### config.mk
export PLATFORM = sky130hd
export DESIGN_NAME = axis_wr_arbiter
export DESIGN_NICKNAME = d
export VERILOG_FILES = /design/src/rtl/axis_wr_arbiter_pkg.sv /design/src/rtl/axis_order_fifo.sv /design/src/rtl/axis_wr_arbiter.sv
export SDC_FILE = /design/constraint.sdc
export NUM_CORES = 1
export LEC_CHECK = 0
export ABC_AREA = 0
export CAP_MARGIN = 20
export CORE_AREA = 2 2 609 611
export CTS_CLUSTER_SIZE = 20
export DETAILED_ROUTE_END_ITERATION = 10
export DIE_AREA = 0 0 611 613
export PLACE_DENSITY = 0.32
export SETUP_SLACK_MARGIN = 0.4
export SYNTH_ARGS = -nofsm -noshare
export SYNTH_HDL_FRONTEND = slang
export SYNTH_HIERARCHICAL = 1
export SYNTH_SLANG_ARGS = --single-unit
export TNS_END_PERCENT = 20
### constraint.sdc
create_clock -name clk -period 4.25 [get_ports clk]
set_input_delay 0.6375 -clock clk [delete_from_list [all_inputs] [get_ports clk]]
set_output_delay 0.6375 -clock clk [all_outputs]
set_load 0.005 [all_outputs]
### src/rtl/axis_wr_arbiter_pkg.sv
// rtl/axis_wr_arbiter_pkg.sv - shared AXI write-path definitions for the axis blocks
//
// Contents:
//   bresp_e       AXI write response codes
//   AXI_* consts  static AW sideband values shared by every axis write block
//   burst_size()  AXI AxSIZE encoding for a given data-bus width in bits

package axis_wr_arbiter_pkg;

    typedef enum logic [1:0] {
        BRESP_OKAY   = 2'b00,
        BRESP_EXOKAY = 2'b01,
        BRESP_SLVERR = 2'b10,
        BRESP_DECERR = 2'b11
    } bresp_e;

    localparam logic [1:0] AXI_BURST_INCR = 2'b01;
    localparam logic [3:0] AXI_CACHE      = 4'b0011;
    localparam logic [2:0] AXI_PROT       = 3'b000;
    localparam logic [3:0] AXI_QOS        = 4'b0000;
    localparam logic       AXI_LOCK       = 1'b0;

    // Bytes per beat as log2, saturating at 128 bytes (1024-bit bus).
    function automatic logic [2:0] burst_size(input int data_width);
        case (data_width)
            8:       burst_size = 3'd0;
            16:      burst_size = 3'd1;
            32:      burst_size = 3'd2;
            64:      burst_size = 3'd3;
            128:     burst_size = 3'd4;
            256:     burst_size = 3'd5;
            512:     burst_size = 3'd6;
            default: burst_size = 3'd7;
        endcase
    endfunction

endpackage

### src/rtl/axis_order_fifo.sv
// rtl/axis_order_fifo.sv - register FIFO recording the channel order of granted AW bursts
//
// Ports:
//   clk, rst     clock, synchronous active-high reset
//   push, push_data   write an entry (ignored when full unless popping the same cycle)
//   pop               drop the head entry (ignored when empty)
//   pop_data          current head entry
//   full, empty       occupancy flags

module axis_order_fifo #(
    parameter int WIDTH  = 2,
    parameter int AWIDTH = 4
) (
    input  logic             clk,
    input  logic             rst,
    input  logic             push,
    input  logic [WIDTH-1:0] push_data,
    input  logic             pop,
    output logic [WIDTH-1:0] pop_data,
    output logic             full,
    output logic             empty
);

    localparam int DEPTH = 1 << AWIDTH;

    logic [WIDTH-1:0]  mem [DEPTH];
    logic [AWIDTH-1:0] wr_ptr;
    logic [AWIDTH-1:0] rd_ptr;
    logic [AWIDTH:0]   count;
    logic              do_push;
    logic              do_pop;

    assign full     = (count == (AWIDTH+1)'(DEPTH));
    assign empty    = (count == '0);
    assign do_pop   = pop && !empty;
    // A pop in the same cycle frees the slot, so a full FIFO still accepts.
    assign do_push  = push && (!full || do_pop);
    assign pop_data = mem[rd_ptr];

    always_ff @(posedge clk) begin
        if (rst) begin
            wr_ptr <= '0;
            rd_ptr <= '0;
            count  <= '0;
            for (int i = 0; i < DEPTH; i++) begin
                mem[i] <= '0;
            end
        end else begin
            if (do_push) begin
                mem[wr_ptr] <= push_data;
                wr_ptr      <= wr_ptr + AWIDTH'(1);
            end
            if (do_pop) begin
                rd_ptr <= rd_ptr + AWIDTH'(1);
            end
            if (do_push && !do_pop) begin
                count <= count + (AWIDTH+1)'(1);
            end else if (do_pop && !do_push) begin
                count <= count - (AWIDTH+1)'(1);
            end
        end
    end

endmodule

### src/rtl/axis_wr_arbiter.sv
// rtl/axis_wr_arbiter.sv - round-robin merge of NUM_CH burst masters onto one AXI write port
//
// Ports:
//   clk, rst                         clock, synchronous active-high reset
//   ch_aw*  (addr/len/valid/ready)   per-channel burst requests, channel i in slice i
//   ch_w*   (data/last/valid/ready)  per-channel write beats
//   ch_bvalid, ch_bresp              one-cycle registered response pulse per channel
//   ch_busy                          channel has bursts outstanding
//   ch_error, ch_err_clear           sticky non-OKAY response flag and its clear
//   axi_aw*, axi_w*, axi_b*          merged AXI write port; AWID/WID carry the channel index

module axis_wr_arbiter
    import axis_wr_arbiter_pkg::*;
#(
    parameter int NUM_CH         = 4,
    parameter int CH_WIDTH       = 2,
    parameter int ORDER_AWIDTH   = 4,
    parameter int OUT_WIDTH      = 8,
    parameter int AXI_ID_WIDTH   = 8,
    parameter int AXI_LEN_WIDTH  = 8,
    parameter int AXI_ADDR_WIDTH = 32,
    parameter int AXI_DATA_WIDTH = 256
) (
    input  logic                               clk,
    input  logic                               rst,
    input  logic [NUM_CH*AXI_ADDR_WIDTH-1:0]   ch_awaddr,
    input  logic [NUM_CH*AXI_LEN_WIDTH-1:0]    ch_awlen,
    input  logic [NUM_CH-1:0]                  ch_awvalid,
    output logic [NUM_CH-1:0]                  ch_awready,
    input  logic [NUM_CH*AXI_DATA_WIDTH-1:0]   ch_wdata,
    input  logic [NUM_CH-1:0]                  ch_wlast,
    input  logic [NUM_CH-1:0]                  ch_wvalid,
    output logic [NUM_CH-1:0]                  ch_wready,
    output logic [NUM_CH-1:0]                  ch_bvalid,
    output logic [NUM_CH*2-1:0]                ch_bresp,
    output logic [NUM_CH-1:0]                  ch_busy,
    output logic [NUM_CH-1:0]                  ch_error,
    input  logic [NUM_CH-1:0]                  ch_err_clear,
    input  logic                               axi_awready,
    output logic [AXI_ID_WIDTH-1:0]            axi_awid,
    output logic [AXI_ADDR_WIDTH-1:0]          axi_awaddr,
    output logic [AXI_LEN_WIDTH-1:0]           axi_awlen,
    output logic                               axi_awvalid,
    input  logic                               axi_wready,
    output logic [AXI_ID_WIDTH-1:0]            axi_wid,
    output logic [AXI_DATA_WIDTH-1:0]          axi_wdata,
    output logic                               axi_wlast,
    output logic                               axi_wvalid,
    input  logic [AXI_ID_WIDTH-1:0]            axi_bid,
    input  logic [1:0]                         axi_bresp,
    input  logic                               axi_bvalid,
    output logic                               axi_bready
);

    logic [OUT_WIDTH-1:0] out_cnt [NUM_CH];
    logic [NUM_CH-1:0]    eligible;
    logic [NUM_CH-1:0]    cnt_inc;
    logic [NUM_CH-1:0]    cnt_dec;
    logic [NUM_CH-1:0]    b_hit;
    logic [NUM_CH-1:0]    err_set;
    logic [CH_WIDTH-1:0]  last_grant;
    logic [CH_WIDTH-1:0]  grant;
    logic [CH_WIDTH-1:0]  cand;
    logic                 found;
    logic                 slot_free;
    logic                 grant_valid;
    logic                 fifo_full;
    logic                 fifo_empty;
    logic                 fifo_pop;
    logic [CH_WIDTH-1:0]  head;
    logic [CH_WIDTH-1:0]  b_ch;
    logic                 unused_bid_hi;

    assign b_ch          = axi_bid[CH_WIDTH-1:0];
    assign unused_bid_hi = ^axi_bid[AXI_ID_WIDTH-1:CH_WIDTH];
    assign axi_bready    = 1'b1;

    // The AW register may reload in the same cycle the slave takes its content.
    assign slot_free   = !axi_awvalid || axi_awready;
    assign grant_valid = slot_free && found;

    always_comb begin
        for (int i = 0; i < NUM_CH; i++) begin
            eligible[i] = ch_awvalid[i] && (out_cnt[i] != '1) && !fifo_full;
        end
    end

    // Cyclic search starting just after the previous winner.
    always_comb begin
        grant = '0;
        found = 1'b0;
        cand  = '0;
        for (int k = 1; k <= NUM_CH; k++) begin
            cand = CH_WIDTH'((int'(last_grant) + k) % NUM_CH);
            if (!found && eligible[cand]) begin
                found = 1'b1;
                grant = cand;
            end
        end
    end

    always_comb begin
        for (int i = 0; i < NUM_CH; i++) begin
            ch_awready[i] = grant_valid && (grant == CH_WIDTH'(i));
            ch_wready[i]  = !fifo_empty && axi_wready && (head == CH_WIDTH'(i));
            b_hit[i]      = axi_bvalid && (b_ch == CH_WIDTH'(i));
            err_set[i]    = b_hit[i] && (axi_bresp != BRESP_OKAY);
            cnt_inc[i]    = ch_awready[i];
            // A response for a channel with nothing outstanding is not counted.
            cnt_dec[i]    = b_hit[i] && (out_cnt[i] != '0);
            ch_busy[i]    = (out_cnt[i] != '0);
        end
    end

    always_ff @(posedge clk) begin
        if (rst) begin
            axi_awvalid <= 1'b0;
            axi_awid    <= '0;
            axi_awaddr  <= '0;
            axi_awlen   <= '0;
            last_grant  <= CH_WIDTH'(NUM_CH - 1);
        end else if (grant_valid) begin
            axi_awvalid <= 1'b1;
            axi_awid    <= AXI_ID_WIDTH'(grant);
            axi_awaddr  <= ch_awaddr[int'(grant)*AXI_ADDR_WIDTH +: AXI_ADDR_WIDTH];
            axi_awlen   <= ch_awlen[int'(grant)*AXI_LEN_WIDTH +: AXI_LEN_WIDTH];
            last_grant  <= grant;
        end else if (axi_awready) begin
            axi_awvalid <= 1'b0;
        end
    end

    always_ff @(posedge clk) begin
        if (rst) begin
            for (int i = 0; i < NUM_CH; i++) begin
                out_cnt[i] <= '0;
            end
            ch_bvalid <= '0;
            ch_bresp  <= '0;
            ch_error  <= '0;
        end else begin
            for (int i = 0; i < NUM_CH; i++) begin
                if (cnt_inc[i] && !cnt_dec[i]) begin
                    out_cnt[i] <= out_cnt[i] + OUT_WIDTH'(1);
                end else if (cnt_dec[i] && !cnt_inc[i]) begin
                    out_cnt[i] <= out_cnt[i] - OUT_WIDTH'(1);
                end
                ch_bresp[2*i +: 2] <= b_hit[i] ? axi_bresp : 2'b00;
            end
            ch_bvalid <= b_hit;
            // A new error in the clearing cycle must not be lost.
            ch_error  <= (ch_error & ~ch_err_clear) | err_set;
        end
    end

    axis_order_fifo #(
        .WIDTH  (CH_WIDTH),
        .AWIDTH (ORDER_AWIDTH)
    ) u_order_fifo (
        .clk       (clk),
        .rst       (rst),
        .push      (grant_valid),
        .push_data (grant),
        .pop       (fifo_pop),
        .pop_data  (head),
        .full      (fifo_full),
        .empty     (fifo_empty)
    );

    // W beats follow the channel at the head of the order FIFO.
    assign axi_wvalid = !fifo_empty && ch_wvalid[head];
    assign axi_wlast  = !fifo_empty && ch_wlast[head];
    assign axi_wid    = fifo_empty ? '0 : AXI_ID_WIDTH'(head);
    assign axi_wdata  = fifo_empty ? '0 : ch_wdata[int'(head)*AXI_DATA_WIDTH +: AXI_DATA_WIDTH];
    assign fifo_pop   = axi_wvalid && axi_wready && axi_wlast;

endmodule
======== Word-level counts from Yosys, hierarchy flattened ========
Memories as Yosys holds them, arrays and structs flattened. A register that Yosys moved wholly into a read port is not among the register bits.
Index checks and enable logic that the tools add are counted.
cells by class
  add/subtract/negate cells ............... 16
  multiply operators ...................... 0
  divide/modulo/power cells ............... 0
  magnitude comparators ................... 5
  equality and inequality tests ........... 14
  shift operators ......................... 3
  muxes and demuxes ....................... 72
  bitwise logic cells ..................... 15
  reductions and logical operators ........ 83
operator list
  operator                number
  $shiftx A1024 B11 Y256  1
  $mux W256               1
  $shiftx A128 B8 Y32     1
  $mux W8                 8
  $logic_and A1 B1 Y1     49
  $mux W1                 46
  $add A8 B1 Y8 const B   4
  $ne A8 B8 Y1 const B    4
  $reduce_bool A8 Y1      4
  $shiftx A32 B6 Y8       1
  $sub A8 B1 Y8 const B   4
  $logic_not A1 Y1        16
  $lt A2 B3 Y1 const B    5
  $bmux W1 S2             6
  $eq A2 B2 Y1 const B    6
  $mux W2                 6
  $mux W4                 3
  $mux W5                 2
  $reduce_or A2 Y1        5
  $add A4 B1 Y4 const B   2
  $or A1 B1 Y1            8
  $eq A2 B1 Y1 const B    3
  $logic_not A2 Y1        3
  $reduce_bool A2 Y1      3
  other kinds (11)        17
word-level totals
  register bits ........................... 74
  bits in latches ......................... 0
  memory bits (writable) .................. 64
  memory bits (read-only) ................. 0
  input port bits ......................... 1215
  output and inout bits ................... 344
  word-level logic and storage cells ...... 224
  memories kept ........................... 2
memories
  name              words  width  rd ports  clocked after memory_dff  write ports  line                   RTL
  out_cnt           4      8      4         0                         4            axis_wr_arbiter.sv:55  logic [OUT_WIDTH-1:0] out_cnt [NUM_CH];
  u_order_fifo.mem  16     2      1         1                         16           axis_order_fifo.sv:26  logic [WIDTH-1:0] mem [DEPTH];

======== Longest topological paths before layout ========
An unclocked memory read counts as a cell.
  word-level depth ........................ 25
  mapped depth ............................ 19
  mapped depth without buffers ............ 18

======== Cells and area by module ========
The synthesis kept the hierarchy.
by module, submodules not included
  module           times used  cells each  area an instance (sq um)  sequential area each (sq um)
  axis_wr_arbiter  1           1308        13907.1                   2182.1
  axis_order_fifo  1           222         2489.9                    1301.2

======== Worst setup path before layout ========
No wires, ideal clock.
  path kind ............................... flip-flop to flip-flop
  start point ............................. reg with a tool-made name
  end point ............................... reg u_order_fifo.count[4]
  setup time .............................. 0.121 ns
  arrival ................................. 4.199 ns
  data required time ...................... 4.129 ns
  slack ................................... -0.070 ns
  cell stages (with the launch flop) ...... 20
  path buffers ............................ 3
  period minus slack after synthesis ...... 4.320 ns
  cell sequence ........................... dfxtp_1 -> buf_2 -> mux4_2 -> nor2b_1 -> a211oi_1 -> a21oi_1 -> clkbuf_1 -> buf_2 -> mux4_2 -> and3_1 -> nand2b_1 -> o21ai_4 -> inv_1 -> ha_1 -> inv_1 -> ha_1 -> a21oi_1 -> a211oi_1 -> a31oi_1 -> mux2_2
RTL lines
  item                  line                   RTL
  end signal, assigned  axis_order_fifo.sv:57  count <= count + (AWIDTH+1)'(1);
  end signal, assigned  axis_order_fifo.sv:59  count <= count - (AWIDTH+1)'(1);
  end, declared         axis_order_fifo.sv:29  logic [AWIDTH:0] count;

==> Implementation_results.wiki <==
{| class="wikitable"
! Metric !! Value
|-
| Setup repair after global routing missed its margin || yes
|-
| Warnings from Yosys || 6
|-
| Number of global-route vias before repair || around 23,000
|-
| 1st-iter DRT viols || between 1,000 and 1,500
|-
| Setup slack of the worst register-to-register path || around 0.15 ns
|-
| Utilization after layout || 0.115
|-
| Clock transition at the registers of the reported paths || ~0.08 ns
|-
| Maximum number of pins on one net before global-route repair || 84
|-
| TritonCTS clock tree || built
|-
| Fraction of synthesis flops using an asynchronous set or reset pin || 0
|-
| Max Cap Violations || 0
|-
| Core Box Area || between 300,000 and 400,000 µm²
|-
| Synthesized instance count || roughly 1,500
|-
| Layout net count || 4,488
|-
| Initial antenna violation count || between 200 and 250
|-
| Cell with the largest stage delay on the worst path || sky130_fd_sc_hd__mux4_2
|-
| Share of synthesized area occupied by flip-flops and latches || 0.212
|-
| Synthesized cell area || roughly 16,000 µm²
|-
| Max IR drop VDD || slightly above 0.4 mV
|-
| Static leakage || approximately 15 nW
|-
| Arr. time, crit path || ~3.6 ns
|-
| Largest cells by area after synthesis || sky130_fd_sc_hd__mux4_2 37%, sky130_fd_sc_hd__edfxtp_1 12%, sky130_fd_sc_hd__nor2b_1 11%
|-
| First-pass GRT wire length || 340 mm
|-
| Drt first pass iters || 5
|-
| Violations in the final reports || setup timing
|-
| Worst Setup End Kind || output pin
|-
| Number of buffers between clock root and the deepest sink || 3
|-
| Starting Density || 0.0446
|-
| Total stage count of the critical path || 13
|-
| R2R Path End || u_order_fifo/count[3]
|-
| Worst-Margin Slew || 0.930 ns
|-
| Via count || about 23,000
|-
| Net switching fraction of the power || 0.466
|-
| Combinational fraction of design power || 0.849
|-
| Final instance area || between 40,000 and 50,000 µm²
|-
| Post-cts hold buffer count || 0
|-
| Largest clock skew in the final design || about 0.028 ns
|-
| Total placed instance area || about 40,000 µm²
|-
| Setup violations, final || 5
|-
| Start-to-end type of the worst setup path || flop to output pin
|-
| Flip-flop and latch count after synthesis || roughly 140
|-
| Count of flip-flops with a built-in enable after synthesis || 64
|-
| Total clock buffers created by CTS || 25
|-
| Outcome || finished, violations left
|-
| Crit path setup slack, layout || -0.00806 ns
|-
| P_sw || around 12 mW
|-
| Count of buffer and inverter cells on the critical path || 8
|-
| Dominant delay contributor by cell family on the critical path || multiplexers
|-
| Antenna-violating nets left || 0
|-
| Sequential share of power || 0.077
|-
| Internal || around 14 mW
|-
| Area share of the leading cell type in the synthesized netlist || 0.365
|-
| DP Wirelength || about 270 mm
|-
| Max-slew violation count || 0
|-
| Cell Pwr Density || 602 nW/µm²
|-
| Distinct cell type count after synthesis || about 80
|-
| Final hold viol count || 0
|-
| Critical path, cell by cell || buf_6 > mux4_2 > mux2i_4 > buf_6 > a21oi_4 > buf_12 > buf_16 > buf_12 > clkbuf_16 > buf_4 > mux4_2 > nor2b_1 > buf_2
|-
| Clk Latency, worst-skew pair || 0.52 ns
|-
| Top achievable clock speed || 235 MHz
|-
| Routed wire length || 294 mm
|-
| Crit start category || flop
|-
| Share of post-route cells with drive strength above 1 || 0.297
|-
| Overflow left after global routing || 0
|-
| Vertical extent of the die || slightly above 600 µm
|-
| Most common flop cell mapped by yosys || sky130_fd_sc_hd__dfxtp_1
|-
| Row Count || around 220
|-
| Critical-path maximum fanout || 7
|-
| Required time at the endpoint of the critical path || between 3 and 4 ns
|-
| Signed area change from the synthesized netlist to the final layout || 157%
|-
| I/O pins || 1,559
|-
| Master cell of the clock root buffer || sky130_fd_sc_hd__clkbuf_16
|-
| Part of the total power dissipated in the clock network || 0.074
|-
| Slew HR || 0.374
|-
| Min cycle time layout || roughly 4.3 ns
|-
| # clock sinks || 142
|-
| Min-delay worst type || flop to flop
|-
| Synthesized area per cell || around 11 µm²
|-
| Port bufs || 1,539
|-
| Path depth of the worst reg2reg path || 18
|-
| Final routed wire length divided by cell count || ~36 µm
|-
| Horizontal die dimension || 611 µm
|-
| Level count of the clock H-tree || 4
|-
| Detail-routed via count per cell || around 2.8
|-
| Total global-route track usage || 0.149
|-
| DRC violations left || 0
|-
| Die Footprint || approximately 370,000 µm²
|-
| Period Utilization, post-route || 1.00
|-
| End point of the critical path || axi_wdata[109]
|-
| Worst stage delay on the critical path || between 0.5 and 0.6 ns
|-
| Cell type contributing the most total cell area after synthesis || sky130_fd_sc_hd__mux4_2
|-
| Last weighted congestion value of the routability-driven placer || roughly 0.99
|}
how the worst min path moves through the flow:
stage / cells after the start / from / end / slack (ns)
2_1_floorplan: 2 / axi_awid[1] / axi_awid[1] / 0.45
3_3_place_gp: 2 / axi_awid[1] / axi_awid[1] / 0.45
3_5_place_dp: 2 / axi_awid[1] / axi_awid[1] / 0.46
4_1_cts: 2 / axi_awid[1] / axi_awid[1] / 0.48
5_1_grt: 2 / axi_awid[1] / axi_awid[1] / 0.51
6_report: 2 / axi_awid[1] / axi_awid[1] / 0.48
synth_stat cells (all sizes together), types with 12 or more instances:
cell type	count
dfxtp	78
ha	29
o21bai	42
inv	28
xor2	14
nor2	79
mux2i	28
nand2b	14
a211oi	52
o21ai	18
nand2	91
xnor2	15
clkbuf	86
mux4	266
buf	71
a21oi	26
nor2b	276
a31o	17
nor3b	42
nor3	28
nand3	55
edfxtp	64
and2	12
kinds of logic (layout without fill, tap and decap cells):
logic type	after synthesis	count (layout)	synth area share
AOI/OAI and AO/OA	196	196	0.0878
xor gates and xnor gates	29	29	0.0159
adders and majority gates	33	33	0.0270
buffers and inverters	187	1891	0.0497
DFF	142	142	0.212
muxes	297	297	0.385
other	2	105	0.000458
and+or+nand+nor	644	644	0.222
layout by cell type, fill, tap and decap left out, types with 41 or more instances in the layout:
cell type	netlist	routed
sky130_fd_sc_hd__nor3b_1	42	42
sky130_fd_sc_hd__mux4_2	266	266
sky130_fd_sc_hd__dfxtp_1	78	73
sky130_fd_sc_hd__nor2b_1	276	225
sky130_fd_sc_hd__buf_6	1	45
sky130_fd_sc_hd__clkdlybuf4s50_1	0	1283
sky130_fd_sc_hd__buf_4	21	218
sky130_fd_sc_hd__nand3_1	54	50
sky130_fd_sc_hd__edfxtp_1	64	64
sky130_fd_sc_hd__clkbuf_16	0	41
sky130_fd_sc_hd__nor2_1	79	75
sky130_fd_sc_hd__o21bai_1	42	42
sky130_fd_sc_hd__diode_2	0	92
sky130_fd_sc_hd__a211oi_1	52	49
sky130_fd_sc_hd__buf_2	14	83
sky130_fd_sc_hd__nand2_1	91	91
sky130_fd_sc_hd__buf_12	0	94
timing repair:
action	4_1_cts	5_1_grt
pin swaps	2	14
buffers inserted	13	79
cloned	2	11
resized for setup	143	535
endpoints found under the setup margin	284	305
flip-flops by register name, summed over array words and instances, names as in the netlist, named ones only:
name and count:
axi_awvalid 1, ch_error 4, u_order_fifo/count 5, last_grant 2, axi_awlen 8, u_order_fifo/wr_ptr 4
axi_awid 2, u_order_fifo/rd_ptr 4, out_cnt 32, ch_bresp 8, ch_bvalid 4, axi_awaddr 32
u_order_fifo/mem 32
worst reg2reg max path: cells and delay by family, from the launching register on:
family,cells,cell delay (ns)
buf+inv,5,0.61
compound gates,4,0.54
simple gates,4,0.77
mux,3,1.31
flops,1,0.37
fa+ha+maj,2,0.39
per-stage QoR:
step,total power [mW],setup TNS [ns],hold WS (ns),cells,setup slack [ns]
after floorplan,8.88,0,0.453,1541,0.368
after global placement,22.8,-0.515,0.453,7944,-0.112
after detailed placement,22.8,-0.540,0.459,7945,-0.0505
after CTS,25.0,-18.20,0.476,7992,-0.236
after global routing,26.8,-2.34,0.511,8150,-0.114
final,25.4,-0.0271,0.475,8174,-0.00806
layer usage:
layer | vias to the layer above | part of all wire | GRT usage
li1 | 9403 | - | -
met1 | 11400 | 0.35 | 0.153
met2 | 1510 | 0.54 | 0.286
met3 | 441 | 0.070 | 0.0390
met4 | 52 | 0.042 | 0.0516
met5 | - | 0.0011 | 0
power groups by stage:
stage,logic [mW],clock network (mW),registers [mW]
after detailed placement,20.8,0,1.98
final,21.6,1.88,1.97
after global routing,22.7,2.01,2.01
after global placement,20.8,0,1.97
after floorplan,6.95,0,1.93
after CTS,21.1,2.02,1.96
layout make-up:
cell class,instances,area [µm²]
Clock inverter,4,18.8
Inverter,29,119
Multi-Input combinational cell,1212,12800
Antenna cell,92,230
Fill cell,42200,326000
Sequential cell,142,3490
Tap cell,4837,6050
Clock buffer,28,657
Timing Repair Buffer,1830,18800
Power figures use the tool's default switching activity.
